[config.mk]
export PLATFORM = sky130hd
export DESIGN_NAME = hpm_event_sel_flat
export DESIGN_NICKNAME = d
export VERILOG_FILES = /design/src/rtl/hpm_event_sel_if.sv /design/src/rtl/hpm_event_sel.sv /design/src/flat_wrapper.sv
export SDC_FILE = /design/constraint.sdc
export NUM_CORES = 1
export LEC_CHECK = 0
export CAP_MARGIN = 0
export CORE_AREA = 10 10 235 237
export CTS_CLUSTER_DIAMETER = 60
export CTS_CLUSTER_SIZE = 10
export DETAILED_ROUTE_END_ITERATION = 12
export DIE_AREA = 0 0 245 247
export GPL_TIMING_DRIVEN = 0
export SLEW_MARGIN = 20
export SYNTH_ARGS = -nofsm -noshare
export SYNTH_HDL_FRONTEND = slang
export SYNTH_SLANG_ARGS = --single-unit
[constraint.sdc]
create_clock -name clk -period 9.2 [get_ports clk]
set_clock_uncertainty 0.15 [all_clocks]
set_input_delay 1.84 -clock clk [delete_from_list [all_inputs] [get_ports clk]]
set_output_delay 1.84 -clock clk [all_outputs]
set_load 0.005 [all_outputs]
[src/rtl/hpm_event_sel_if.sv]
// Bus bundle between the CSR/event sources and the HPM event-selection block.
// master = CSR unit and event sources; slave = hpm_event_sel.
interface hpm_event_sel_if #(
  parameter int XLEN       = 64,
  parameter int COUNTERS   = 32,
  parameter int NUM_EVENTS = 32
);
  logic                  CSRMWriteM;
  logic [11:0]           CSRAdrM;
  logic [XLEN-1:0]       CSRWriteValM;
  logic [1:0]            PrivilegeModeW;
  logic [NUM_EVENTS-1:0] RawEventM;
  logic [COUNTERS-1:0]   CounterOverflowM;
  logic [COUNTERS-1:0]   HPMEventM;
  logic [XLEN-1:0]       MHPMEVENTReadValM;
  logic                  IllegalMHPMEVENTM;
  logic                  LCOFIRequestM;

  modport master (
    output CSRMWriteM, CSRAdrM, CSRWriteValM, PrivilegeModeW, RawEventM, CounterOverflowM,
    input  HPMEventM, MHPMEVENTReadValM, IllegalMHPMEVENTM, LCOFIRequestM
  );

  modport slave (
    input  CSRMWriteM, CSRAdrM, CSRWriteValM, PrivilegeModeW, RawEventM, CounterOverflowM,
    output HPMEventM, MHPMEVENTReadValM, IllegalMHPMEVENTM, LCOFIRequestM
  );
endinterface

[src/rtl/hpm_event_sel.sv]
// mhpmevent CSRs and per-counter event selection with registered increment strobes.
// Optional macro SSCOFPMF_EN adds OF/MINH/SINH/UINH filtering and the overflow interrupt.
module hpm_event_sel #(
  parameter int XLEN       = 64,
  parameter int COUNTERS   = 32,
  parameter int NUM_EVENTS = 32
) (
  input logic           clk,
  input logic           reset,
  hpm_event_sel_if.slave bus
);

  localparam logic [1:0] PRIV_M = 2'b11;
  localparam logic [1:0] PRIV_S = 2'b01;
  localparam logic [1:0] PRIV_U = 2'b00;
`ifdef SSCOFPMF_EN
  localparam bit SSCOF = 1'b1;
`else
  localparam bit SSCOF = 1'b0;
`endif

  logic [7:0]          evt_r [COUNTERS];
  logic [COUNTERS-1:0] of_r, minh_r, sinh_r, uinh_r;
  logic [COUNTERS-1:0] mode_inh_s, sel_s, hpm_r, wr_lo_s;
  logic [255:0]        raw_pad_s;
  logic [63:0]         wval_s, rd_s;
  logic [4:0]          adr_idx_s;
  logic                in_lo_s, in_hi_s, impl_s, illegal_s;
  logic [7:0]          wevt_s, rd_evt_s;
  logic [3:0]          rd_flags_s;
  logic                unused_wval_s;

  assign unused_wval_s = ^wval_s;

  // address decode, WARL legalisation of EVT and raw event widening
  always_comb begin
    adr_idx_s = bus.CSRAdrM[4:0];
    in_lo_s   = (bus.CSRAdrM[11:5] == 7'h19) && (adr_idx_s != 5'd0);
    in_hi_s   = (bus.CSRAdrM[11:5] == 7'h39) && (adr_idx_s != 5'd0) && (XLEN == 32);
    impl_s    = (adr_idx_s >= 5'd3) && (int'(adr_idx_s) < COUNTERS);
    wval_s    = 64'(bus.CSRWriteValM);
    wevt_s    = (int'(wval_s[7:0]) < NUM_EVENTS) ? wval_s[7:0] : 8'd0;
    raw_pad_s = 256'd0;
    raw_pad_s[NUM_EVENTS-1:0] = bus.RawEventM;
    for (int i = 0; i < COUNTERS; i++) begin
      wr_lo_s[i] = bus.CSRMWriteM && in_lo_s && impl_s && (int'(adr_idx_s) == i);
    end
  end

  // EVT field storage; counters 0..2 have no mhpmevent
  always_ff @(posedge clk) begin
    for (int i = 0; i < COUNTERS; i++) begin
      if (reset || (i < 3)) begin
        evt_r[i] <= 8'd0;
      end else if (wr_lo_s[i]) begin
        evt_r[i] <= wevt_s;
      end else begin
        evt_r[i] <= evt_r[i];
      end
    end
  end

`ifdef SSCOFPMF_EN
  logic [COUNTERS-1:0] wr_flag_s, of_prev_r;
  logic [3:0]          wflags_s;
  logic                lcofi_r;

  // flag write source: same register on RV64, mhpmeventh on RV32
  always_comb begin
    wflags_s = (XLEN == 64) ? wval_s[63:60] : wval_s[31:28];
    for (int i = 0; i < COUNTERS; i++) begin
      if (XLEN == 64) begin
        wr_flag_s[i] = wr_lo_s[i];
      end else begin
        wr_flag_s[i] = bus.CSRMWriteM && in_hi_s && impl_s && (int'(adr_idx_s) == i);
      end
      mode_inh_s[i] = (minh_r[i] && (bus.PrivilegeModeW == PRIV_M)) ||
                      (sinh_r[i] && (bus.PrivilegeModeW == PRIV_S)) ||
                      (uinh_r[i] && (bus.PrivilegeModeW == PRIV_U));
    end
  end

  // a coincident overflow always wins over a software clear of OF
  always_ff @(posedge clk) begin
    for (int i = 0; i < COUNTERS; i++) begin
      if (reset || (i < 3)) begin
        of_r[i]   <= 1'b0;
        minh_r[i] <= 1'b0;
        sinh_r[i] <= 1'b0;
        uinh_r[i] <= 1'b0;
      end else if (wr_flag_s[i]) begin
        of_r[i]   <= wflags_s[3] | bus.CounterOverflowM[i];
        minh_r[i] <= wflags_s[2];
        sinh_r[i] <= wflags_s[1];
        uinh_r[i] <= wflags_s[0];
      end else begin
        of_r[i]   <= of_r[i] | bus.CounterOverflowM[i];
        minh_r[i] <= minh_r[i];
        sinh_r[i] <= sinh_r[i];
        uinh_r[i] <= uinh_r[i];
      end
    end
  end

  // interrupt pulse on any OF rising edge
  always_ff @(posedge clk) begin
    if (reset) begin
      of_prev_r <= '0;
      lcofi_r   <= 1'b0;
    end else begin
      of_prev_r <= of_r;
      lcofi_r   <= |(of_r & ~of_prev_r);
    end
  end

  assign bus.LCOFIRequestM = lcofi_r;
`else
  logic unused_ovf_s;

  assign of_r              = '0;
  assign minh_r            = '0;
  assign sinh_r            = '0;
  assign uinh_r            = '0;
  assign mode_inh_s        = '0;
  assign unused_ovf_s      = ^bus.CounterOverflowM;
  assign bus.LCOFIRequestM = 1'b0;
`endif

  // per-counter selection of the raw event
  always_comb begin
    for (int i = 0; i < COUNTERS; i++) begin
      sel_s[i] = (i >= 3) && (evt_r[i] != 8'd0) && raw_pad_s[evt_r[i]];
    end
  end

  // one-cycle registered increment strobes
  always_ff @(posedge clk) begin
    if (reset) begin
      hpm_r <= '0;
    end else begin
      hpm_r <= sel_s & ~mode_inh_s;
    end
  end

  // read mux: fields of the addressed counter
  always_comb begin
    rd_evt_s   = 8'd0;
    rd_flags_s = 4'd0;
    for (int i = 0; i < COUNTERS; i++) begin
      if (int'(adr_idx_s) == i) begin
        rd_evt_s   = evt_r[i];
        rd_flags_s = {of_r[i], minh_r[i], sinh_r[i], uinh_r[i]};
      end
    end
  end

  // read data and illegal-access flag; addresses outside the window are left to the top decode
  always_comb begin
    rd_s      = 64'd0;
    illegal_s = 1'b0;
    if (in_lo_s) begin
      if ((bus.PrivilegeModeW == PRIV_M) && impl_s) begin
        if (XLEN == 64) begin
          rd_s = {rd_flags_s, 52'd0, rd_evt_s};
        end else begin
          rd_s = {56'd0, rd_evt_s};
        end
      end else begin
        illegal_s = 1'b1;
      end
    end else if (in_hi_s) begin
      if (SSCOF && (bus.PrivilegeModeW == PRIV_M) && impl_s) begin
        rd_s = {32'd0, rd_flags_s, 28'd0};
      end else begin
        illegal_s = 1'b1;
      end
    end else begin
      rd_s      = 64'd0;
      illegal_s = 1'b0;
    end
  end

  assign bus.HPMEventM         = hpm_r;
  assign bus.MHPMEVENTReadValM = rd_s[XLEN-1:0];
  assign bus.IllegalMHPMEVENTM = illegal_s;

endmodule

[src/flat_wrapper.sv]
// flat-port wrapper written by rule: the top's interface ports become plain ports
module hpm_event_sel_flat 
#(
  parameter int XLEN       = 64,
  parameter int COUNTERS   = 32,
  parameter int NUM_EVENTS = 32
)
  (clk, reset, bus_CSRMWriteM, bus_CSRAdrM, bus_CSRWriteValM, bus_PrivilegeModeW, bus_RawEventM, bus_CounterOverflowM, bus_HPMEventM, bus_MHPMEVENTReadValM, bus_IllegalMHPMEVENTM, bus_LCOFIRequestM);
  hpm_event_sel_if #(.XLEN(XLEN), .COUNTERS(COUNTERS), .NUM_EVENTS(NUM_EVENTS)) bus_i ();
  input logic clk;
  input logic reset;
  input wire logic [$bits(bus_i.CSRMWriteM)-1:0] bus_CSRMWriteM;
  input wire logic [$bits(bus_i.CSRAdrM)-1:0] bus_CSRAdrM;
  input wire logic [$bits(bus_i.CSRWriteValM)-1:0] bus_CSRWriteValM;
  input wire logic [$bits(bus_i.PrivilegeModeW)-1:0] bus_PrivilegeModeW;
  input wire logic [$bits(bus_i.RawEventM)-1:0] bus_RawEventM;
  input wire logic [$bits(bus_i.CounterOverflowM)-1:0] bus_CounterOverflowM;
  output wire logic [$bits(bus_i.HPMEventM)-1:0] bus_HPMEventM;
  output wire logic [$bits(bus_i.MHPMEVENTReadValM)-1:0] bus_MHPMEVENTReadValM;
  output wire logic [$bits(bus_i.IllegalMHPMEVENTM)-1:0] bus_IllegalMHPMEVENTM;
  output wire logic [$bits(bus_i.LCOFIRequestM)-1:0] bus_LCOFIRequestM;
  assign bus_i.CSRMWriteM = bus_CSRMWriteM;
  assign bus_i.CSRAdrM = bus_CSRAdrM;
  assign bus_i.CSRWriteValM = bus_CSRWriteValM;
  assign bus_i.PrivilegeModeW = bus_PrivilegeModeW;
  assign bus_i.RawEventM = bus_RawEventM;
  assign bus_i.CounterOverflowM = bus_CounterOverflowM;
  assign bus_HPMEventM = bus_i.HPMEventM;
  assign bus_MHPMEVENTReadValM = bus_i.MHPMEVENTReadValM;
  assign bus_IllegalMHPMEVENTM = bus_i.IllegalMHPMEVENTM;
  assign bus_LCOFIRequestM = bus_i.LCOFIRequestM;
  hpm_event_sel #(.XLEN(XLEN), .COUNTERS(COUNTERS), .NUM_EVENTS(NUM_EVENTS)) u_core (.clk(clk), .reset(reset), .bus(bus_i));
endmodule
---- Yosys cells after proc, flatten, opt, wreduce, memory -nomap -nowiden ----
Memories as Yosys holds them, arrays and structs flattened.
Index checks and enable logic that the tools add are counted.
word-level totals
  output and inout port bits .............. 98
  input port bits ......................... 145
  memories kept ........................... 1
  word-level logic and storage cells ...... 547
  RAM bits ................................ 256
  register bits after elaboration ......... 32
memories
  name          depth  bits a word  rd ports  clocked after Yosys merged registers in  write ports  line                 source
  u_core.evt_r  32     8            32        0                                        32           hpm_event_sel.sv:22  logic [7:0] evt_r [COUNTERS];
operators by class
  magnitude comparators ................... 31
  equality and inequality tests ........... 33
  bitwise operators ....................... 58
  reductions and logical operators ........ 93
  multiplexer cells ....................... 329
operators with widths
  cell                                                                count
  2-to-1 mux 8 bit                                                    93
  < comparator 8 x 9 -> 1 bit (second input constant)                 29
  binary-select mux 1 bit (select 8 bit)                              29
  nonzero test 8 bit                                                  29
  2-to-1 mux 1 bit                                                    207
  equality test 5 bit (second input constant)                         16
  logical AND 1 bit                                                   62
  bitwise OR 1 bit                                                    58
  equality test 5 x 4 -> 1 bit (second input constant)                8
  equality test 5 x 3 -> 1 bit (second input constant)                4
  equality test 5 x 2 -> 1 bit (second input constant)                2
  < comparator 8 x 6 -> 1 bit (second input constant)                 1
  equality test 7 x 5 -> 1 bit (second input constant)                1
  equality test 5 x 1 -> 1 bit (second input constant)                1
  greater-or-equal comparator 5 x 2 -> 1 bit (second input constant)  1
  logical NOT 5 bit                                                   1
  nonzero test 5 bit                                                  1
  equality test 2 bit (second input constant)                         1

---- Depth between registers and ports, before layout ----
Gate-level depths: netlist of run 1.
  depth in word-level cells ............... 35
  gate-level depth with buffers ........... 11
  gate-level depth less buffers ........... 7

---- Least setup slack after synthesis of run 1 ----
OpenSTA, ideal clock, no wires.
  path type ............................... in2out
  start point ............................. in bus_CSRAdrM[2]
  end point ............................... out bus_MHPMEVENTReadValM[6]
  setup slack ............................. 3.552 ns
  stages .................................. 8
  data arrival time ....................... 3.658 ns
  data required time ...................... 7.210 ns
  buffers on the path ..................... 1
  path through ............................ buf_6 and3b_2 a2bb2oi_2 a2111oi_4 a221oi_2 o311a_1 or4_1 a21oi_1
between the ends
  word-level cells in the longest chain between the ends .. 35
  elaborated cells on any way between the ends .. 70
  those cells by class .................... 1 x order compare; 31 x eq/ne; 34 x mux; 4 x reduce/logical
RTL lines
  item                            line                  source
  from (decl)                     flat_wrapper.sv:13    input wire logic [$bits(bus_i.CSRAdrM)-1:0] bus_CSRAdrM;
  logical NOT 5 bit               n/a
  2-to-1 mux 8 bit (32 in a row)  hpm_event_sel.sv:150  if (int'(adr_idx_s) == i) begin
  2-to-1 mux 8 bit                hpm_event_sel.sv:162  if ((bus.PrivilegeModeW == PRIV_M) && impl_s) begin
  2-to-1 mux 8 bit (*)            hpm_event_sel.sv:161  if (in_lo_s) begin
  to (decl)                       flat_wrapper.sv:19    output wire logic [$bits(bus_i.MHPMEVENTReadValM)-1:0] bus_MHPMEVENTReadValM;
Every way passes the cells marked *; elsewhere a longest branch is shown, timed or not.

---- Worst setup path in the final report of run 1 ----
  start point ............................. in bus_CSRAdrM[0]
  end point ............................... out bus_MHPMEVENTReadValM[0]
The elaborated chain is that of the path after synthesis.

==> run_results.csv, run 1 <==
group,metric,value,unit
worst_setup_path,cpPeakStageDelay,830,ps
power,power_frac_clock,40.0,%
place,gp_congestion,0.993,
sta,hold_ws,424,ps
floorplan,die_h,247,um
synth,syn-cell-area,20000,um2
sta,maxSlewHeadroom,16.9,%
global_routing,grt_pass1_wl,123000,um
place,place_hpwl,64500,um
global_routing,grt_max_degree,12,
sta,slew_violations,0,
floorplan,die_w,245,um
sta,fmax,119,MHz
synth,yosysMostFrequentCell,"mux4_2",
cts,clkTransAtPathRegs,60,ps
sta,finalSetupViolCount,0,
cts,cts_root_buf,"clkbuf_16",
place,port_buffers,60,
sta,period_minus_slack,8400,ps
detailed_routing,drtAntennaViolNets,0,
final_layout,fill_cells,4765,
floorplan,fp-row-count,83,
worst_setup_path,setup.worst_path.start_class,"input pin",
detailed_routing,vias_per_cell,6.77,
final_layout,stdcell_count,2605,
detailed_routing,drc,0,
global_routing,gr-usage-met1,37.2,%
synth,synth_top_area_share,34.8,%
floorplan,coreArea,50700,um2
worst_hold_path,hold_class,"flip-flop to flip-flop",
power,p_per_area,155,nW/um2
run,maxCapViolCount,0,
cts,cts_sinks,261,
floorplan,dieArea,60500,um2
global_routing,busiest_layer,"met2",
final_layout,syn_to_final_growth,16.1,%
cts,numCtsBuffers,38,
power,p_int,2580,uW
worst_setup_path,cp_cell_sequence,"clkdlybuf4s50_1, buf_4, buf_2, buf_2, clkbuf_1, clkbuf_1, a21oi_1, nor3_1, o31ai_1, a21oi_1, clkdlybuf4s50_1",
power,p_seq_share,40.0,%
cts,postCtsSetupRepairBufs,0,
synth,synth_edf_count,232,
detailed_routing,wl,87100,um
detailed_routing,route.detailed.wl_per_inst,33.4,um
sta,min_period_over_period,91.3,%
worst_setup_path,cp.arrival,6410,ps
global_routing,grt_use_met3,11.2,%
synth,synth_top_cell_by_area,"edfxtp_1",
worst_setup_path,crit_required,7210,ps
cts,cts_tree,"yes",
floorplan,start_util,39.6,%
cts,ctsHoldBuffers,0,
synth,synthFlopType,"edfxtp_1",
final_layout,layout.nets,2043,
worst_setup_path,cp-end-kind,"output port",
final_layout,drive_above_1_share,23.1,%
sta,setup_tns,0,ps
synth,ys_seq_area_share,37.7,%
power,p_leak,0.00759,uW
cts,h-tree-depth,2,
synth,yosysWarnings,0,
global_routing,use_met2,40.3,%
synth,yosysUniqueCellTypes,66,
cts,clk_latency,570,ps
global_routing,antenna_found_initial,1,
sta,tightest_slew,1250,ps
synth,netlist_instances,1652,
global_routing,grt_overflow,0,
synth,yosys-top-cells-count,"291 x mux4_2, 232 x edfxtp_1, 231 x nor2_1",
global_routing,grt_util_all_layers,28.0,%
power,p_sw,1040,uW
power,irDropWorstVdd,0.000110,V
worst_setup_path,cp_slowest_cell,"clkbuf_1",
synth,ys_ff_latch,261,
detailed_routing,num_vias,17635,
sta,hold_viol_final,0,
place,placedCellCount,2538,
synth,post_synth.cell_area_avg,12.1,um2
run_status,status,"completed",
worst_setup_path,worstSetupPathType,"input pin to output port",
power,pwr-share-comb,20.0,%
worst_hold_path,min_path_cells,3,
detailed_routing,dr.pass1.iters,7,
cts,cts_buffer_depth,3,
floorplan,io_pins,243,
worst_setup_path,worst-path-max-fanout,10,
worst_setup_path,r2r_cells,5,
detailed_routing,drt_iter0_markers,2883,
cts,post_cts_resized,0,
synth,yosys-top-cells-area,"edfxtp_1 35%, mux4_2 33%, nor2_1 4.3%",
power,p_sw_share,28.7,%
sta,rsz0062_at_grt,"no",
synth,synthArstFlopShare,0,%
global_routing,grt_pass1_vias,16959,
## layer usage
layer	vias up	routed length, um	share of wire (%)
met5	-	7	0.0080
met4	2	3750	4.3
met3	259	14400	17
met2	1739	37000	42
met1	8783	32000	37
li1	6852	-	-
## final cells by class
| cell class | count | area, um2 | share of cell area (%) |
|---|---|---|---|
| tap | 680 | 851 | 3.66 |
| inverter | 9 | 33.8 | 0.145 |
| multi-input combinational | 1240 | 11700 | 50.2 |
| buffer | 288 | 1350 | 5.78 |
| antenna | 1 | 2.50 | 0.0108 |
| timing repair buffer | 60 | 601 | 2.58 |
| sequential | 261 | 7550 | 32.4 |
| clock inverter | 13 | 170 | 0.731 |
| clock buffer | 53 | 1050 | 4.51 |
## sequential cells by signal (all words and copies together), names as in the netlist
register and cells:
u_core.bus.HPMEventM 29, u_core.evt_r 232
## logic make-up after synthesis
logic type	Yosys count	synth area share (%)
compound gates	288	9.38
other cells	1	0.0187
buf+inv	297	6.87
mux	350	35.7
flops	261	37.7
simple gates	455	10.4
## cells in the final DEF, fill, tap and decap left out, types with 15 or more instances in the layout
master,n
nand2b_1,16
mux4_2,291
clkbuf_1,187
edfxtp_1,232
nor3_1,16
nand3_1,15
o22ai_1,16
buf_2,21
o21ai_0,77
clkbuf_16,39
dfxtp_1,29
conb_1,147
a21oi_1,65
nand2_1,83
buf_4,61
o21bai_1,20
or4_1,30
mux2i_1,51
nor2_1,231
buf_1,29
nor4_1,31
clkdlybuf4s50_1,60
## stage by stage
stage	total power (uW)	area, um2	util (%)	worst slack (ps)
global placement	2140	22000	43.5	1040
global route	3700	23300	45.9	815
detailed placement	2150	22000	43.5	1070
finish	3620	23300	45.9	800
CTS	3590	23300	45.9	1040
floorplan	1910	20600	-	3550
## worst max-delay path: cells and delay by family
family	cells	cell delay [ps]
buffers and inverters	7	3620
AO/OA/AOI/OAI	3	620
AND/OR/NAND/NOR	1	300
## power groups by stage
stage	Sequential, uW	Clock (uW)	Combinational [uW]
5_1_grt	1450	1500	749
4_1_cts	1440	1460	693
2_1_floorplan	1420	0	491
3_3_place_gp	1460	0	680
6_report	1450	1450	722
3_5_place_dp	1460	0	690
## final timing paths
kind	slack, ps	end	from
min	420	u_core.bus.HPMEventM[3]	u_core.evt_r[0][31]
max reg2reg	6060	u_core.bus.HPMEventM[22]	u_core.evt_r[5][16]
max	800	bus_MHPMEVENTReadValM[0]	bus_CSRAdrM[0]
min reg2reg	420	u_core.bus.HPMEventM[3]	u_core.evt_r[0][31]
Power figures use the tool's default switching activity.
==> run 2, diff against run 1 <==
Settings changed: CTS_CLUSTER_SIZE 10 to 30.
==> run 2 against run 1 <==
- maximum frequency rose by 0.77%
- non-clock buffer count stayed put
- critical path depth is the same
- sequential cell count stayed put
- sequential share of layout area up 0.22 points
- combinational power is essentially flat
- sequential power is essentially flat
- die area unchanged
- critical path type unchanged
- highest routed layer unchanged
- register-to-register slack improved by 30 ps
- clock-buffer cell count decreased by 22
- power shrank 4.4%
==> run_results.csv, run 2 (synthesis results as in run 1) <==
group,metric,value,unit
worst_setup_path,setup.worst_path.start_class,"input pin",
sta,setup_tns,0,ps
cts,cts_sinks,261,
final_layout,largest-register,"u_core.evt_r",
final_layout,largest_reg_flops,232,
worst_setup_path,cp-end-kind,"output port",
detailed_routing,drt_iter0_markers,2870,
sta,maxSlewHeadroom,17.9,%
floorplan,die_w,245,um
sta,tightest_slew,1230,ps
worst_setup_path,path_buf_inv,7,
worst_setup_path,cp.arrival,6350,ps
detailed_routing,drtAntennaViolNets,0,
place,port_buffers,60,
sta,hold_ws,435,ps
run_status,status,"completed",
worst_setup_path,cp_slowest_cell,"clkbuf_1",
floorplan,die_h,247,um
sta,hold_viol_final,0,
final_layout,fill_cells,4777,
place,place_hpwl,64500,um
detailed_routing,wl,86200,um
floorplan,fp-row-count,83,
sta,period_minus_slack,8340,ps
sta,rsz0062_at_grt,"no",
final_layout,layout_common_cells,"291 x mux4_2, 232 x edfxtp_1, 231 x nor2_1",
worst_setup_path,critical_path_depth,11,
worst_setup_path,cp_top_family,"buffers and inverters",
sta,setup_slack,864,ps
final_layout,syn_to_final_growth,15.3,%
worst_setup_path,cpPeakStageDelay,760,ps
sta,slew_violations,0,
power,p_sw,1100,uW
detailed_routing,dr.pass1.iters,6,
cts,clkTransAtPathRegs,70,ps
cts,h-tree-depth,1,
floorplan,dieArea,60500,um2
worst_setup_path,r2r_cells,5,
cts,postCtsSetupRepairBufs,0,
floorplan,io_pins,243,
detailed_routing,num_vias,17332,
detailed_routing,wl_met2,36800,um
power,p_sw_share,31.7,%
cts,cts_buffer_depth,3,
sta,min_period_over_period,90.6,%
global_routing,grt_max_degree,24,
cts,cts_tree,"yes",
global_routing,grt_util_all_layers,27.8,%
worst_hold_path,hold_class,"flip-flop to flip-flop",
place,gp_congestion,0.993,
power,p_per_area,150,nW/um2
worst_setup_path,cp_cell_sequence,"clkdlybuf4s50_1, buf_4, buf_2, buf_2, clkbuf_1, clkbuf_1, a21oi_1, nor3_1, o31ai_1, a21oi_1, clkdlybuf4s50_1",
run,maxCapViolCount,0,
worst_hold_path,min_path_cells,3,
detailed_routing,top_layer,"met5",
power,pwr-share-comb,20.8,%
worst_setup_path,crit_required,7210,ps
floorplan,start_util,39.6,%
floorplan,coreArea,50700,um2
place,pre_cts_ws,1070,ps
global_routing,grt_pass1_wl,123000,um
worst_setup_path,worst-path-max-fanout,10,
sta,fmax,120,MHz
sta,finalSetupViolCount,0,
final_layout,layout.nets,2033,
cts,ctsHoldBuffers,0,
final_layout,drive_above_1_share,23.2,%
power,p_seq_share,41.8,%
power,p_leak,0.00751,uW
global_routing,grt_overflow,0,
final_layout,layout_commonest_cell,"mux4_2",
power,p_int,2360,uW
detailed_routing,drt-met1-wl,31600,um
cts,numCtsBuffers,28,
cts,post_cts_resized,0,
detailed_routing,drc,0,
worst_setup_path,worstSetupPathType,"input pin to output port",
cts,clk_latency,600,ps
cts,cts_root_buf,"clkbuf_16",
power,irDropWorstVdd,0.000132,V
global_routing,grt_pass1_vias,16743,
detailed_routing,route.detailed.wl_per_inst,33.3,um
global_routing,antenna_found_initial,2,
detailed_routing,vias_per_cell,6.69,
power,power_frac_clock,37.4,%
detailed_routing,met3_length,14400,um
## run 2: tightest hold or removal path: stages (launching register included)
cell and delay (ps):
edfxtp_1 350, nor4_1 60, o21ai_0 70, nor2_1 60
## run 2: stage by stage
stage / total power (uW) / utilization, % / cells / cell area [um2]
CTS: 3430 / 45.6 / 2590 / 23100
global placement: 2140 / 43.5 / 2538 / 22000
floorplan: 1910 / - / 1798 / 20600
detailed placement: 2150 / 43.5 / 2538 / 22000
finish: 3460 / 45.6 / 2592 / 23100
global route: 3530 / 45.6 / 2590 / 23100
## run 2: worst paths after layout
path | to | startpoint | slack (ps)
max | bus_MHPMEVENTReadValM[0] | bus_CSRAdrM[0] | 860
min | u_core.bus.HPMEventM[5] | u_core.evt_r[1][13] | 440
max reg2reg | u_core.bus.HPMEventM[22] | u_core.evt_r[5][16] | 6090
min reg2reg | u_core.bus.HPMEventM[5] | u_core.evt_r[1][13] | 440
## run 2: per-layer routing
| metal | track usage [%] | up-vias |
|---|---|---|
| li1 | - | 6846 |
| met1 | 37.7 | 8610 |
| met2 | 40.8 | 1631 |
| met3 | 9.95 | 241 |
| met4 | 9.37 | 4 |
| met5 | 0 | - |
## run 2: cell type report
type	count	area, um2	share of cell area (%)
buffer	288	1350	5.82
timing repair buffer	60	601	2.60
tap	680	851	3.68
multi-input combinational	1240	11700	50.5
antenna	2	5.00	0.0217
sequential	261	7550	32.7
clock inverter	21	313	1.35
inverter	9	33.8	0.146
clock buffer	31	743	3.22
## run 2: power groups by stage
stage / Sequential (uW) / Combinational (uW) / Clock [uW]
after floorplan: 1420 / 491 / 0
after global placement: 1460 / 680 / 0
after detailed placement: 1460 / 690 / 0
after CTS: 1440 / 693 / 1300
after global routing: 1450 / 748 / 1340
final: 1440 / 721 / 1290
